**src/rtl/cpu_ctrl_pkg.sv**
```systemverilog
// Shared control-bundle layout, ALUOp codes and forwarding selects for the
// decoder / control-pipeline pair.
package cpu_ctrl_pkg;

    // Bundle field widths
    localparam int WB_W = 2;
    localparam int M_W  = 3;
    localparam int EX_W = 5;

    // tWB bit indices: {RegWrite, MemToReg}
    localparam int WB_REG_WRITE  = 1;
    localparam int WB_MEM_TO_REG = 0;

    // tM bit indices: {MemWrite, MemRead, Branch}
    localparam int M_MEM_WRITE = 2;
    localparam int M_MEM_READ  = 1;
    localparam int M_BRANCH    = 0;

    // tEX bit indices: {ALUSrc, ALUOp[2:0], RegDst}
    localparam int EX_ALU_SRC   = 4;
    localparam int EX_ALU_OP_HI = 3;
    localparam int EX_ALU_OP_LO = 1;
    localparam int EX_REG_DST   = 0;

    // ALUOp codes as produced by the decoder
    localparam logic [2:0] ALUOP_ADD   = 3'b000;
    localparam logic [2:0] ALUOP_SUB   = 3'b001;
    localparam logic [2:0] ALUOP_RTYPE = 3'b010;
    localparam logic [2:0] ALUOP_AND   = 3'b011;
    localparam logic [2:0] ALUOP_OR    = 3'b100;
    localparam logic [2:0] ALUOP_SLT   = 3'b101;

    // ALU operand source selects
    localparam logic [1:0] FWD_REG = 2'b00;
    localparam logic [1:0] FWD_MEM = 2'b10;
    localparam logic [1:0] FWD_WB  = 2'b01;

    // Control bundle as it travels down the pipe
    typedef struct packed {
        logic [WB_W-1:0] wb;
        logic [M_W-1:0]  m;
        logic [EX_W-1:0] ex;
    } ctrl_bundle_t;

endpackage

```
**src/rtl/hazard_forward_unit.sv**
```systemverilog
// Combinational hazard detection: load-use stall request and ALU operand
// forwarding selects. Register 0 never counts as a producer.
import cpu_ctrl_pkg::*;

module hazard_forward_unit #(
    parameter int REG_AW = 5
) (
    input  logic              ex_mem_read,
    input  logic [REG_AW-1:0] ex_wreg,
    input  logic [REG_AW-1:0] id_rs,
    input  logic [REG_AW-1:0] id_rt,
    input  logic [REG_AW-1:0] ex_rs,
    input  logic [REG_AW-1:0] ex_rt,
    input  logic              mem_reg_write,
    input  logic [REG_AW-1:0] mem_wreg,
    input  logic              wb_reg_write,
    input  logic [REG_AW-1:0] wb_wreg,
    output logic              stall,
    output logic [1:0]        fwd_a,
    output logic [1:0]        fwd_b
);

    logic mem_fwd_ok;
    logic wb_fwd_ok;

    // Load in EX whose result is needed by the instruction in ID
    always_comb begin
        stall = ex_mem_read && (ex_wreg != '0) &&
                ((ex_wreg == id_rs) || (ex_wreg == id_rt));
    end

    // Operand selects; the younger EX/MEM result wins over MEM/WB
    always_comb begin
        mem_fwd_ok = mem_reg_write && (mem_wreg != '0);
        wb_fwd_ok  = wb_reg_write  && (wb_wreg  != '0);

        fwd_a = FWD_REG;
        if (mem_fwd_ok && (mem_wreg == ex_rs))     fwd_a = FWD_MEM;
        else if (wb_fwd_ok && (wb_wreg == ex_rs))  fwd_a = FWD_WB;

        fwd_b = FWD_REG;
        if (mem_fwd_ok && (mem_wreg == ex_rt))     fwd_b = FWD_MEM;
        else if (wb_fwd_ok && (wb_wreg == ex_rt))  fwd_b = FWD_WB;
    end

endmodule

```
**src/rtl/control_pipeline.sv**
```systemverilog
// Carries decoder control bundles through ID/EX, EX/MEM and MEM/WB, unpacks
// per-stage strobes, and inserts stalls, bubbles and flushes.
import cpu_ctrl_pkg::*;

module control_pipeline #(
    parameter int REG_AW = 5
) (
    input  logic              clk,
    input  logic              rst_n,
    input  logic [1:0]        id_wb,
    input  logic [2:0]        id_m,
    input  logic [4:0]        id_ex,
    input  logic              id_jump,
    input  logic [REG_AW-1:0] id_rs,
    input  logic [REG_AW-1:0] id_rt,
    input  logic [REG_AW-1:0] id_rd,
    input  logic              ex_zero,
    output logic              ex_alu_src,
    output logic [2:0]        ex_alu_op,
    output logic [REG_AW-1:0] ex_wreg,
    output logic [1:0]        fwd_a,
    output logic [1:0]        fwd_b,
    output logic              mem_write,
    output logic              mem_read,
    output logic              pc_src,
    output logic              wb_reg_write,
    output logic              wb_mem_to_reg,
    output logic [REG_AW-1:0] wb_wreg,
    output logic              pc_write,
    output logic              if_id_write,
    output logic              if_id_flush
);

    // ID/EX
    ctrl_bundle_t      idex_ctrl_d, idex_ctrl_q;
    logic [REG_AW-1:0] idex_rs_d, idex_rs_q;
    logic [REG_AW-1:0] idex_rt_d, idex_rt_q;
    logic [REG_AW-1:0] idex_rd_d, idex_rd_q;
    // EX/MEM
    logic [WB_W-1:0]   exmem_wb_d, exmem_wb_q;
    logic [M_W-1:0]    exmem_m_d, exmem_m_q;
    logic [REG_AW-1:0] exmem_wreg_d, exmem_wreg_q;
    logic              exmem_zero_d, exmem_zero_q;
    // MEM/WB
    logic [WB_W-1:0]   memwb_wb_d, memwb_wb_q;
    logic [REG_AW-1:0] memwb_wreg_d, memwb_wreg_q;

    ctrl_bundle_t id_ctrl;
    logic         stall;
    logic         stall_eff;

    assign id_ctrl = '{wb: id_wb, m: id_m, ex: id_ex};

    // Per-stage strobes unpacked from the pipeline registers
    always_comb begin
        ex_alu_src    = idex_ctrl_q.ex[EX_ALU_SRC];
        ex_alu_op     = idex_ctrl_q.ex[EX_ALU_OP_HI:EX_ALU_OP_LO];
        ex_wreg       = idex_ctrl_q.ex[EX_REG_DST] ? idex_rd_q : idex_rt_q;
        mem_write     = exmem_m_q[M_MEM_WRITE];
        mem_read      = exmem_m_q[M_MEM_READ];
        pc_src        = exmem_m_q[M_BRANCH] & exmem_zero_q;
        wb_reg_write  = memwb_wb_q[WB_REG_WRITE];
        wb_mem_to_reg = memwb_wb_q[WB_MEM_TO_REG];
        wb_wreg       = memwb_wreg_q;
    end

    hazard_forward_unit #(.REG_AW(REG_AW)) u_hazard (
        .ex_mem_read   (idex_ctrl_q.m[M_MEM_READ]),
        .ex_wreg       (ex_wreg),
        .id_rs         (id_rs),
        .id_rt         (id_rt),
        .ex_rs         (idex_rs_q),
        .ex_rt         (idex_rt_q),
        .mem_reg_write (exmem_wb_q[WB_REG_WRITE]),
        .mem_wreg      (exmem_wreg_q),
        .wb_reg_write  (memwb_wb_q[WB_REG_WRITE]),
        .wb_wreg       (memwb_wreg_q),
        .stall         (stall),
        .fwd_a         (fwd_a),
        .fwd_b         (fwd_b)
    );

    // Front-end control; a taken branch overrides any load-use stall
    always_comb begin
        stall_eff   = stall & ~pc_src;
        pc_write    = ~stall_eff;
        if_id_write = ~stall_eff;
        if_id_flush = pc_src | id_jump;
    end

    // Next-state: bubble ID/EX on stall or redirect, bubble EX/MEM on redirect
    always_comb begin
        idex_ctrl_d = id_ctrl;
        idex_rs_d   = id_rs;
        idex_rt_d   = id_rt;
        idex_rd_d   = id_rd;
        if (stall_eff || pc_src) begin
            idex_ctrl_d = '0;
            idex_rs_d   = '0;
            idex_rt_d   = '0;
            idex_rd_d   = '0;
        end

        exmem_wb_d   = idex_ctrl_q.wb;
        exmem_m_d    = idex_ctrl_q.m;
        exmem_wreg_d = ex_wreg;
        exmem_zero_d = ex_zero;
        if (pc_src) begin
            exmem_wb_d   = '0;
            exmem_m_d    = '0;
            exmem_wreg_d = '0;
            exmem_zero_d = 1'b0;
        end

        memwb_wb_d   = exmem_wb_q;
        memwb_wreg_d = exmem_wreg_q;
    end

    // Pipeline registers; reset drops every in-flight bundle
    always_ff @(posedge clk or negedge rst_n) begin
        if (!rst_n) begin
            idex_ctrl_q  <= '0;
            idex_rs_q    <= '0;
            idex_rt_q    <= '0;
            idex_rd_q    <= '0;
            exmem_wb_q   <= '0;
            exmem_m_q    <= '0;
            exmem_wreg_q <= '0;
            exmem_zero_q <= 1'b0;
            memwb_wb_q   <= '0;
            memwb_wreg_q <= '0;
        end else begin
            idex_ctrl_q  <= idex_ctrl_d;
            idex_rs_q    <= idex_rs_d;
            idex_rt_q    <= idex_rt_d;
            idex_rd_q    <= idex_rd_d;
            exmem_wb_q   <= exmem_wb_d;
            exmem_m_q    <= exmem_m_d;
            exmem_wreg_q <= exmem_wreg_d;
            exmem_zero_q <= exmem_zero_d;
            memwb_wb_q   <= memwb_wb_d;
            memwb_wreg_q <= memwb_wreg_d;
        end
    end

endmodule
```
**config.mk**
```make
export PLATFORM = sky130hd
export DESIGN_NAME = control_pipeline
export DESIGN_NICKNAME = d
export VERILOG_FILES = /design/src/rtl/cpu_ctrl_pkg.sv /design/src/rtl/hazard_forward_unit.sv /design/src/rtl/control_pipeline.sv
export SDC_FILE = /design/constraint.sdc
export NUM_CORES = 1
export LEC_CHECK = 0
export CAP_MARGIN = 5
export CORE_UTILIZATION = 40
export DETAILED_ROUTE_END_ITERATION = 12
export PLACE_DENSITY = 0.69
export SETUP_SLACK_MARGIN = 0.5
export SYNTH_ARGS = -nofsm -noshare
export SYNTH_HDL_FRONTEND = slang
export SYNTH_SLANG_ARGS = --single-unit
```
**constraint.sdc**
```tcl
create_clock -name clk -period 3.6 [get_ports clk]
set_input_delay 0.72 -clock clk [delete_from_list [all_inputs] [get_ports clk]]
set_output_delay 0.72 -clock clk [all_outputs]
set_load 0.1 [all_outputs]
```
# Word level (Yosys, flattened, before mapping)
# Cells that the tools add are included.
# word_totals
reg_bits	43
# op_classes
reduce_logical	13
n_bitwise	5
eq_ne	6
n_mux	13
# op_table
operator	count
equality test 5 bit	6
two-way mux 5 bit	5
nonzero test 5 bit	3
two-way mux 10 bit	1
logical AND 1 bit	8
two-way mux 2 bit	3
two-way mux 1 bit	3
two-way mux 3 bit	1
AND 1 bit	2
logical OR 1 bit	2
NOT 1 bit	2
OR 1 bit	1

# Logic depth before layout (Yosys ltp)
# Gate-level depths: netlist of the first run.
# depth
ltp_word	7
mapped_depth	9
depth_no_buf	6

# Cells and area by module
# A second synthesis of the first run with hierarchy kept.
# hier_totals
cells_unflattened	145
hier_area_um2	1823.0
# modules_own_cells
module	area_per_inst_um2	seq_area_each_um2	n_inst	cells_per_inst
control_pipeline	1431.4	1076.0	1	96
hazard_forward_unit	391.6	0.0	1	49

# Worst setup path before layout of the first run
# Ideal clock, no wire load.
# synth_timing
path_kind	register to output
from	reg exmem_wreg_q[3]
to	out fwd_b[0]
stages_incl_launch_ff	5
arrival_ps	5623
path_slack_ps	-2743
cell_sequence	dfrtp_1 xnor2_1 nand3_1 nor4_1 nor4_1
# synth_between
elab_chain_cells	4
elab_cells_between_ends	5
classes_between	1 x eq/ne; 1 x mux; 3 x reduce/logical
# synth_lines
element	line	source
start: declaration	control_pipeline.sv:42	logic [REG_AW-1:0] exmem_wreg_d, exmem_wreg_q;
start signal: assignment	control_pipeline.sv:139	exmem_wreg_q <= exmem_wreg_d;
nonzero test 5 bit	hazard_forward_unit.sv:34	mem_fwd_ok = mem_reg_write && (mem_wreg != '0);
logical AND 1 bit	hazard_forward_unit.sv:34	
logical AND 1 bit *	hazard_forward_unit.sv:42	if (mem_fwd_ok && (mem_wreg == ex_rt)) fwd_b = FWD_MEM;
two-way mux 2 bit *	hazard_forward_unit.sv:42	
end: declaration	control_pipeline.sv:22	output logic [1:0] fwd_b,
# Every way passes the cells marked *; elsewhere a longest branch is shown, timed or not.

# Final worst setup path of the first run
# layout_timing
from	in id_rs[1]
to	out if_id_write
# layout_between
elab_chain_cells	5
# layout_lines
element	line	source
start: declaration	control_pipeline.sv:14	input logic [REG_AW-1:0] id_rs,
equality test 5 bit	hazard_forward_unit.sv:29	((ex_wreg == id_rs) || (ex_wreg == id_rt));
logical OR 1 bit	hazard_forward_unit.sv:29	
logical AND 1 bit	hazard_forward_unit.sv:28	stall = ex_mem_read && (ex_wreg != '0) &&
AND 1 bit	control_pipeline.sv:85	stall_eff = stall & ~pc_src;
NOT 1 bit	control_pipeline.sv:87	if_id_write = ~stall_eff;
end: declaration	control_pipeline.sv:30	output logic if_id_write,
# Every way passes these cells.

==> run metrics, run 1 <==
clk buf depth 2; wire per inst 13.6 µm; YS warnings 0; hpwl dp 2940 µm; # rows 24; crit path DAT 2220 ps; worst hold path type reg -> reg; post-synthesis async set-or-reset flop share 100%; GPL Wtd Cong 0.723; H-Tree Depth 2; Final Cycle Share 81.6%; Crit. End Element output pin; syn_nets 206; PortBufs 54; fmax 340 MHz; Crit Path Max Fanout 2; core area 4500 µm²; Startpoint Class primary input; status complete, no violations; Hold Path Origin exmem_wb_q[0]; CP delay by family, top buffers and inverters; Lkg Pwr 1.22 nW; Post-synth EDFFs 0; top_reg_cell synth dfrtp_1; initial core utilization 43.0%; Net Sw Power 0.603 mW; io pins 55; number of global-route vias before repair 1,290; Post-Syn Area 1940 µm²; RSZ-0062 raised after global routing false; Hold Crit Depth 0; Hold Crit Endpoint memwb_wb_q[0]; root buffer cell clkbuf_8; Post-synth top cells 43 x dfrtp_1, 26 x nand2_1, 19 x nor2_2; CTS Sinks 43; Worst-Skew Late Latency 290 ps; CTS tree yes; part of the power in registers 39.1%; r2r setup slk 1330 ps; Setup TNS 0 ps; Avg Cell Area, Syn 10.9 µm²; post-route cell area 2750 µm²; Tmin final 2940 ps; Pins Over Slew Limit 0; Avg Vias per Cell 4.74; die area 5130 µm²; sw frac 38.9%; Final Hold Fails 0; worst r2r path cells 7; Yosys top cell by area dfrtp_1; initial antenna violation count 0; first-pass GRT wire length 6480 µm; largest net degree at the start of global routing 44; Worst-Margin Slew 985 ps; most numerous cell in the Yosys netlist dfrtp_1; Final ANT Viol Nets 0; critical path type in -> out; slowest stage delay, CP 440 ps; synth top area cells dfrtp_1 56%, xor2_1 8.1%, nor2_2 6.1%, xnor2_1 5.4%, nand2_1 5.0%; Vias 1,351; Req. time, crit path 2880 ps; initial DRC count 69; ANT cells 0; Die Y 71.6 µm; DRT Pass-1 Iters 4; CTS Buf Count 5; Area after DPL 2600 µm²; global route overflow 0; die extent in x 71.6 µm; Clock power frac 24.5%; worst vdd ir 0.286 mV; crit path max-delay cell type clkdlybuf4s50_1; P&R area growth vs syn 41.7%; Yosys top cell area share 55.5%; reg2reg end idex_rs_q[1]; Int Power 0.946 mW; Final nets 261; power density cells 564 nW/µm²; worst path bufs/invs 2; total track usage 17.2%; clk slew on worst S/H paths 70 ps; Synth Instances 177; final count of negative-setup-slack endpoints 0; instance count on the critical path 7; Slew headroom 34.2%; register area share after synthesis 55.5%; share of cells above drive strength 1 28.8%; count of distinct cell types in the synthesized netlist 25; worst-case clock skew 5.01 ps; max cap viols 0; reg-to-reg startpoint idex_ctrl_q[0]; Logic pwr share 36.4%; flops & latches, synth 43; worst path cell trace clkdlybuf4s50_1 -> xnor2_1 -> nor3_1 -> nand3_1 -> a21oi_4 -> nand2_8 -> buf_12; # DRC 0; final wirelength 3880 µm
==> metrics by stage <==
| step | setup WS (ps) | std cells | power, mW | hold slack (ps) | util, % |
|---|---|---|---|---|---|
| global route | 520 | 285 | 1.62 | 361 | 61.0 |
| finish | 662 | 285 | 1.55 | 356 | 61.0 |
| detailed placement | 650 | 276 | 1.18 | 341 | 57.7 |
| floorplan | 379 | 177 | 1.04 | 331 | - |
| global placement | 653 | 276 | 1.17 | 335 | 57.7 |
| CTS | 607 | 284 | 1.57 | 358 | 60.8 |
==> how the worst max path moves through the flow <==
stage,startpoint,endpoint,slack [ps]
after CTS,idex_ctrl_q[0],if_id_write,610
after detailed placement,id_rs[1],if_id_write,650
after global placement,id_rs[1],pc_write,650
final,id_rs[1],if_id_write,660
after floorplan,exmem_wreg_q[4],fwd_a[0],380
after global routing,idex_ctrl_q[0],pc_write,520
==> metal layers <==
layer / share of wire, % / global-route usage (%) / routed length [µm]
met5: 0 / 0 / 0
met4: 1.4 / 5.88 / 53
met3: 5.0 / 4.22 / 195
met2: 50 / 28.3 / 1930
met1: 44 / 22.3 / 1700
==> final cells by class <==
type,instances,area [µm²]
Inverter,6,26.3
Clock inverter,2,35.0
Clock buffer,6,82.6
Multi-Input combinational cell,118,882
Timing Repair Buffer,58,558
Fill cell,385,1760
Sequential cell,43,1100
Tap cell,52,65.1
==> flip-flops by register name, indices dropped and copies added, names as in the netlist <==
name / count
idex_rs_q: 5
ex_alu_op: 3
exmem_zero_q: 1
ex_alu_src: 1
idex_rt_q: 5
idex_ctrl_q: 6
idex_rd_q: 5
exmem_m_q: 3
exmem_wb_q: 2
wb_wreg: 5
memwb_wb_q: 2
exmem_wreg_q: 5
==> worst register-to-register path, cell delays in order (launching register included) <==
cell and delay, ps:
dfrtp_2 520, mux2i_4 390, xnor2_1 100, nor3_1 210, nand3_1 170, a21oi_4 240, buf_4 390, nor2_1 110
==> power by group through the flow <==
stage	clock, mW	sequential, mW	combinational [mW]
after CTS	0.391	0.608	0.567
after global routing	0.410	0.615	0.595
final	0.380	0.606	0.564
after detailed placement	0	0.614	0.561
after global placement	0	0.613	0.557
after floorplan	0	0.717	0.321
==> cells in the final DEF (no fill, tap or decap), types with 3 or more instances in the layout <==
cell type,instances
nand3_1,4
clkbuf_8,6
xor2_1,18
or4_1,3
buf_4,15
clkdlybuf4s50_1,40
xnor2_1,12
dfrtp_4,5
nor2_2,19
inv_1,5
nor2_1,11
nor4_4,4
dfrtp_1,36
nand2_1,26
mux2i_4,3
and2_1,6
==> cell families after synthesis <==
kind of cell	after synthesis	share of synthesized area [%]
compound gates	4	1.61
xor+xnor	30	13.6
buf+inv	16	5.04
flops	43	55.5
mux	5	3.42
simple gates	79	20.9
==> repair_timing <==
action | in CTS | in global routing
buffers inserted | 0 | 1
gates resized for setup | 4 | 0
endpoints found under the hold margin | 0 | 0
hold buffers | 0 | 0
setup endpoints to repair | 2 | 2
(Power assumes the default switching activity.)
==> run 2: changes to the inputs <==
--- a/config.mk
+++ b/config.mk
@@ -8,7 +8,7 @@
 export CAP_MARGIN = 5
 export CORE_UTILIZATION = 40
 export DETAILED_ROUTE_END_ITERATION = 12
-export PLACE_DENSITY = 0.69
+export PLACE_DENSITY = 0.72
 export SETUP_SLACK_MARGIN = 0.5
 export SYNTH_ARGS = -nofsm -noshare
 export SYNTH_HDL_FRONTEND = slang
==> constraint.sdc (replaced) <==
create_clock -name clk -period 2.5 [get_ports clk]
set_input_delay 0.5 -clock clk [delete_from_list [all_inputs] [get_ports clk]]
set_output_delay 0.5 -clock clk [all_outputs]
set_load 0.1 [all_outputs]
==> run 2 against run 1 <==
  * The flow now finishes with violations (setup timing)
  * Non-clock buffer count is 22 higher
  * Critical path depth up 2
  * Clock-buffer cell count unchanged
  * Register-to-register slack lost 1000 ps
  * Clock power rose by 12%
  * Final cell count rose by 7.7%
  * Total power increased by 48%
  * Largest cell class unchanged
==> run metrics, run 2 (same netlist as run 1, synthesis figures left out) <==
hpwl dp 2960 µm; Req. time, crit path 2000 ps; commonest non-fill, non-tap cell in the layout dfrtp_1; global route overflow 0; Top reg by flops idex_ctrl_q; Final Hold Fails 0; # rows 24; CTS Sinks 43; crit path DAT 2100 ps; Pins Over Slew Limit 0; Clock power frac 18.6%; CTS Buf Count 5; Int Power 1.36 mW; worst path bufs/invs 3; max reg flops 6; wire per inst 13.9 µm; PortBufs 54; cell mode on critical path buf_12; Slew headroom 38.0%; Worst-Margin Slew 930 ps; CP delay by family, top buffers and inverters; Final ANT Viol Nets 0; Tot Pwr 2.30 mW; ANT cells 0; Avg Vias per Cell 4.70; largest net degree at the start of global routing 44; dpl cells 284; Finished Layout Cells 307; crit path max-delay cell type dfrtp_1; clk slew on worst S/H paths 80 ps; part of the power in registers 37.3%; Area after DPL 2760 µm²; max cap viols 0; initial antenna violation count 0; RSZ-0062 raised after global routing true; status complete, but fails checks; worst hold path type in -> async; number of global-route vias before repair 1,443; P&R area growth vs syn 59.2%; Final nets 283; worst-case clock skew 3.03 ps; DRT Pass-1 Iters 4; hold buffer count at CTS 0; root buffer cell clkbuf_8; Final Cycle Share 104%; most frequent cells in the layout 35 x dfrtp_1, 33 x buf_4, 27 x clkdlybuf4s50_1, 26 x nand2_1, 19 x nor2_2; GPL Wtd Cong 0.763; die extent in x 71.6 µm; Die Y 71.6 µm; first-pass GRT wire length 7060 µm; share of cells above drive strength 1 44.7%; H-Tree Depth 2; Startpoint Class flop; post-route cell area 3090 µm²; core area 4500 µm²; final worst slack -104 ps; reg-to-reg startpoint idex_ctrl_q[0]; CTS tree yes; Setup TNS -262 ps; fmax 384 MHz; Vias 1,442; slowest stage delay, CP 400 ps; Net Sw Power 0.934 mW; final wirelength 4280 µm; initial core utilization 43.0%; clk buf depth 2; Post-Route Utilization 68.5%; failing checks setup timing; io pins 55; final count of negative-setup-slack endpoints 4; Logic pwr share 44.1%; Worst-Skew Late Latency 300 ps; Crit. End Element output pin; Lkg Pwr 1.41 nW; worst vdd ir 0.455 mV; Worst Setup SP idex_ctrl_q[0]; power density cells 745 nW/µm²; initial DRC count 43; sw frac 40.6%; Tmin final 2600 ps; critical path type reg -> out; Crit Path Max Fanout 5; worst path cell trace buf_12 -> mux2i_4 -> buf_6 -> xnor2_1 -> nor3_2 -> nand3_2 -> a21oi_4 -> nand2_8 -> buf_12; # DRC 0; die area 5130 µm²; total track usage 18.7%; FILL cells 349
[run 2: changes by cell type in the layout (fill, tap and decap cells not counted), moves of 4 or more]
cell	previous run	this run
nand3_2	0	4
buf_12	2	14
buf_6	0	5
xnor2_1	12	7
clkdlybuf4s50_1	40	27
buf_4	15	33
nand3_1	4	0
xnor2_2	0	5
[run 2: cell type report]
cell class	instances	area, µm²	share of cell area, %
well taps	52	65.1	2.11
clock buffers	6	72.6	2.35
flip-flops and latches	43	1100	35.6
inverters	6	28.8	0.933
clock inverters	2	12.5	0.406
repair buffers	80	860	27.9
multi-input cells	118	948	30.7
[run 2: worst paths after layout]
check,endpoint,slack (ps),cells past startpoint
min in group clk,memwb_wb_q[0],350,0
worst min-delay path,ex_alu_op[2],340,1
worst min register to register,memwb_wb_q[0],350,0
worst max register to register,idex_rd_q[4],330,9
max in group asynchronous,wb_wreg[2],1470,1
worst max-delay path,pc_write,-100,9
[run 2: power groups by stage]
| stage | Clock (mW) | Combinational [mW] | Sequential [mW] |
|---|---|---|---|
| finish | 0.426 | 1.01 | 0.858 |
| CTS | 0.447 | 0.959 | 0.862 |
| detailed placement | 0 | 0.882 | 0.880 |
| global route | 0.473 | 1.06 | 0.868 |
| global placement | 0 | 0.874 | 0.877 |
| floorplan | 0 | 0.468 | 1.03 |
[run 2: metal layers]
layer	vias to the layer above	share of wire, %	global-route usage, %
li1	709	-	-
met1	694	41	22.5
met2	32	55	32.5
met3	7	3.1	4.64
met4	0	1.8	7.19
met5	-	0	0
[run 2: timing repair]
item	4_1_cts	5_1_grt
buffers inserted	9	6
pin swaps	13	7
endpoints found under the setup margin	33	36
endpoints found under the hold margin	0	0
resized for setup	15	14
[run 2: through the flow]
stage / hold WS [ps] / worst slack (ps)
3_5_place_dp: 336 / 37.0
2_1_floorplan: 204 / -501
5_1_grt: 359 / -216
3_3_place_gp: 332 / 21.6
4_1_cts: 354 / -116
6_report: 337 / -104
==> run 3: changes to the inputs <==
--- a/config.mk
+++ b/config.mk
@@ -6,9 +6,9 @@
 export NUM_CORES = 1
 export LEC_CHECK = 0
 export CAP_MARGIN = 5
-export CORE_UTILIZATION = 40
+export CORE_UTILIZATION = 42
 export DETAILED_ROUTE_END_ITERATION = 12
-export PLACE_DENSITY = 0.72
+export PLACE_DENSITY = 0.75
 export SETUP_SLACK_MARGIN = 0.5
 export SYNTH_ARGS = -nofsm -noshare
 export SYNTH_HDL_FRONTEND = slang
==> run 3 against run 2 <==
  * The run still ends with setup timing left
  * Worst hold slack worse by 20 ps
  * Die area fell by 4.6%
  * Via count rose by 0.21%
  * Sequential share of layout area fell by 0.61 points
  * Global-route usage is 0.54 points higher
  * Total power increased by 2.4%
  * Worst setup slack got worse by 19 ps
  * Clock skew is 4.1 ps higher
  * Final cell count is 0.65% higher
  * First-iteration DRC count increased by 58%
  * Combinational power barely moved
  * Critical endpoint unchanged
  * Largest cell class unchanged
==> run metrics, run 3 (same netlist as run 1, synthesis figures left out) <==
Net Sw Power 0.929 mW; H-Tree Depth 2; largest net degree at the start of global routing 44; io pins 55; CTS Buf Count 5; Final Hold Fails 0; sw frac 39.5%; share of cells above drive strength 1 45.5%; first-pass GRT wire length 6980 µm; Final Cycle Share 105%; P&R area growth vs syn 62.0%; die area 4890 µm²; Crit Path Max Fanout 4; initial DRC count 68; hpwl dp 2960 µm; worst path cell trace buf_6 -> buf_4 -> mux2i_4 -> buf_6 -> nand4_1 -> o21ai_2 -> a21oi_4 -> nand2_8 -> buf_12; Int Power 1.42 mW; RSZ-0062 raised after global routing true; fmax 381 MHz; status complete, but fails checks; most frequent cells in the layout 35 x dfrtp_1, 31 x buf_4, 27 x clkdlybuf4s50_1, 25 x nand2_1, 19 x nor2_2; clk slew on worst S/H paths 80 ps; Worst-Skew Late Latency 300 ps; # DRC 0; Final nets 285; Startpoint Class flop; Crit. End Element output pin; Clock power frac 20.7%; Worst-Margin Slew 903 ps; CTS Sinks 43; total track usage 19.3%; cell mode on critical path buf_6; part of the power in registers 36.7%; Lkg Pwr 1.42 nW; PortBufs 54; commonest non-fill, non-tap cell in the layout dfrtp_1; worst vdd ir 0.520 mV; wire per inst 14.0 µm; Avg Vias per Cell 4.68; root buffer cell clkbuf_8; max reg flops 6; final wirelength 4330 µm; initial antenna violation count 0; ANT cells 0; worst slack, placed 22.3 ps; initial core utilization 44.2%; final worst slack -123 ps; global route overflow 0; CTS tree yes; Logic pwr share 42.6%; number of global-route vias before repair 1,428; worst hold path type in -> async; Slew headroom 39.8%; Worst Hold Slack 317 ps; Top reg by flops idex_ctrl_q; clk buf depth 2; critical path type reg -> out; post-route cell area 3140 µm²; die extent in x 69.9 µm; # rows 24; GPL Wtd Cong 0.788; final count of negative-setup-slack endpoints 4; Setup TNS -348 ps; crit path max-delay cell type dfrtp_1; Pins Over Slew Limit 0; crit path DAT 2120 ps; Req. time, crit path 2000 ps; core area 4380 µm²; Area after DPL 2730 µm²; slowest stage delay, CP 370 ps; DRT Pass-1 Iters 4; Tmin final 2620 ps; power density cells 750 nW/µm²; Vias 1,445; Final ANT Viol Nets 0; Die Y 69.9 µm; worst-case clock skew 7.09 ps; max cap viols 0; FILL cells 305; failing checks setup timing
-- run 3: power groups by stage --
stage	Clock (mW)	Sequential, mW	Combinational, mW
after floorplan	0	1.03	0.468
after global placement	0	0.876	0.861
after detailed placement	0	0.880	0.868
after CTS	0.494	0.862	0.929
after global routing	0.535	0.874	1.05
final	0.487	0.864	1.00
-- run 3: critical path: cells and delay by family, from the launching register on --
kind	cells	cell delay [ps]
muxes	1	280
AOI/OAI and AO/OA	2	330
DFF	1	370
and+or+nand+nor	2	250
buffers and inverters	4	580
-- run 3: through the flow --
| step | util, % | std cells | power [mW] |
|---|---|---|---|
| after floorplan | - | 177 | 1.50 |
| after global placement | 62.3 | 282 | 1.74 |
| after detailed placement | 62.3 | 282 | 1.75 |
| after CTS | 68.3 | 302 | 2.29 |
| after global routing | 71.6 | 309 | 2.46 |
| final | 71.6 | 309 | 2.35 |
-- run 3: cell type report --
type | count | area (µm²) | share of cell area (%)
Inverter | 6 | 28.8 | 0.917
Clock inverter | 1 | 7.51 | 0.239
Timing Repair Buffer | 82 | 911 | 29.0
Tap cell | 52 | 65.1 | 2.07
Sequential cell | 43 | 1100 | 35.0
Clock buffer | 7 | 96.3 | 3.07
Multi-Input combinational cell | 118 | 932 | 29.7
-- run 3: metal layers --
| metal | GRT usage (%) | vias to the layer above | part of all wire, % |
|---|---|---|---|
| met5 | 0 | - | 0 |
| met4 | 7.33 | 0 | 1.8 |
| li1 | - | 715 | - |
| met3 | 4.76 | 7 | 2.9 |
| met2 | 34.1 | 31 | 56 |
| met1 | 22.5 | 692 | 39 |
-- run 3: what timing repair did --
item,in CTS,in global routing
pin swaps,9,10
gates resized for setup,11,25
gates cloned,1,0
hold buffers,0,0
buffers inserted,11,7
endpoints found under the setup margin,35,36
-- run 3: worst paths after layout --
kind	from	to	slack (ps)	cells after the start
min in group clk	exmem_wb_q[0]	memwb_wb_q[0]	350	0
worst max-delay path	idex_ctrl_q[0]	pc_write	-120	9
worst min-delay path	rst_n	ex_alu_op[2]	320	1
max in group asynchronous	rst_n	wb_wreg[1]	1510	1
worst max register to register	idex_ctrl_q[0]	idex_rt_q[1]	240	11
worst min register to register	exmem_wb_q[0]	memwb_wb_q[0]	350	0
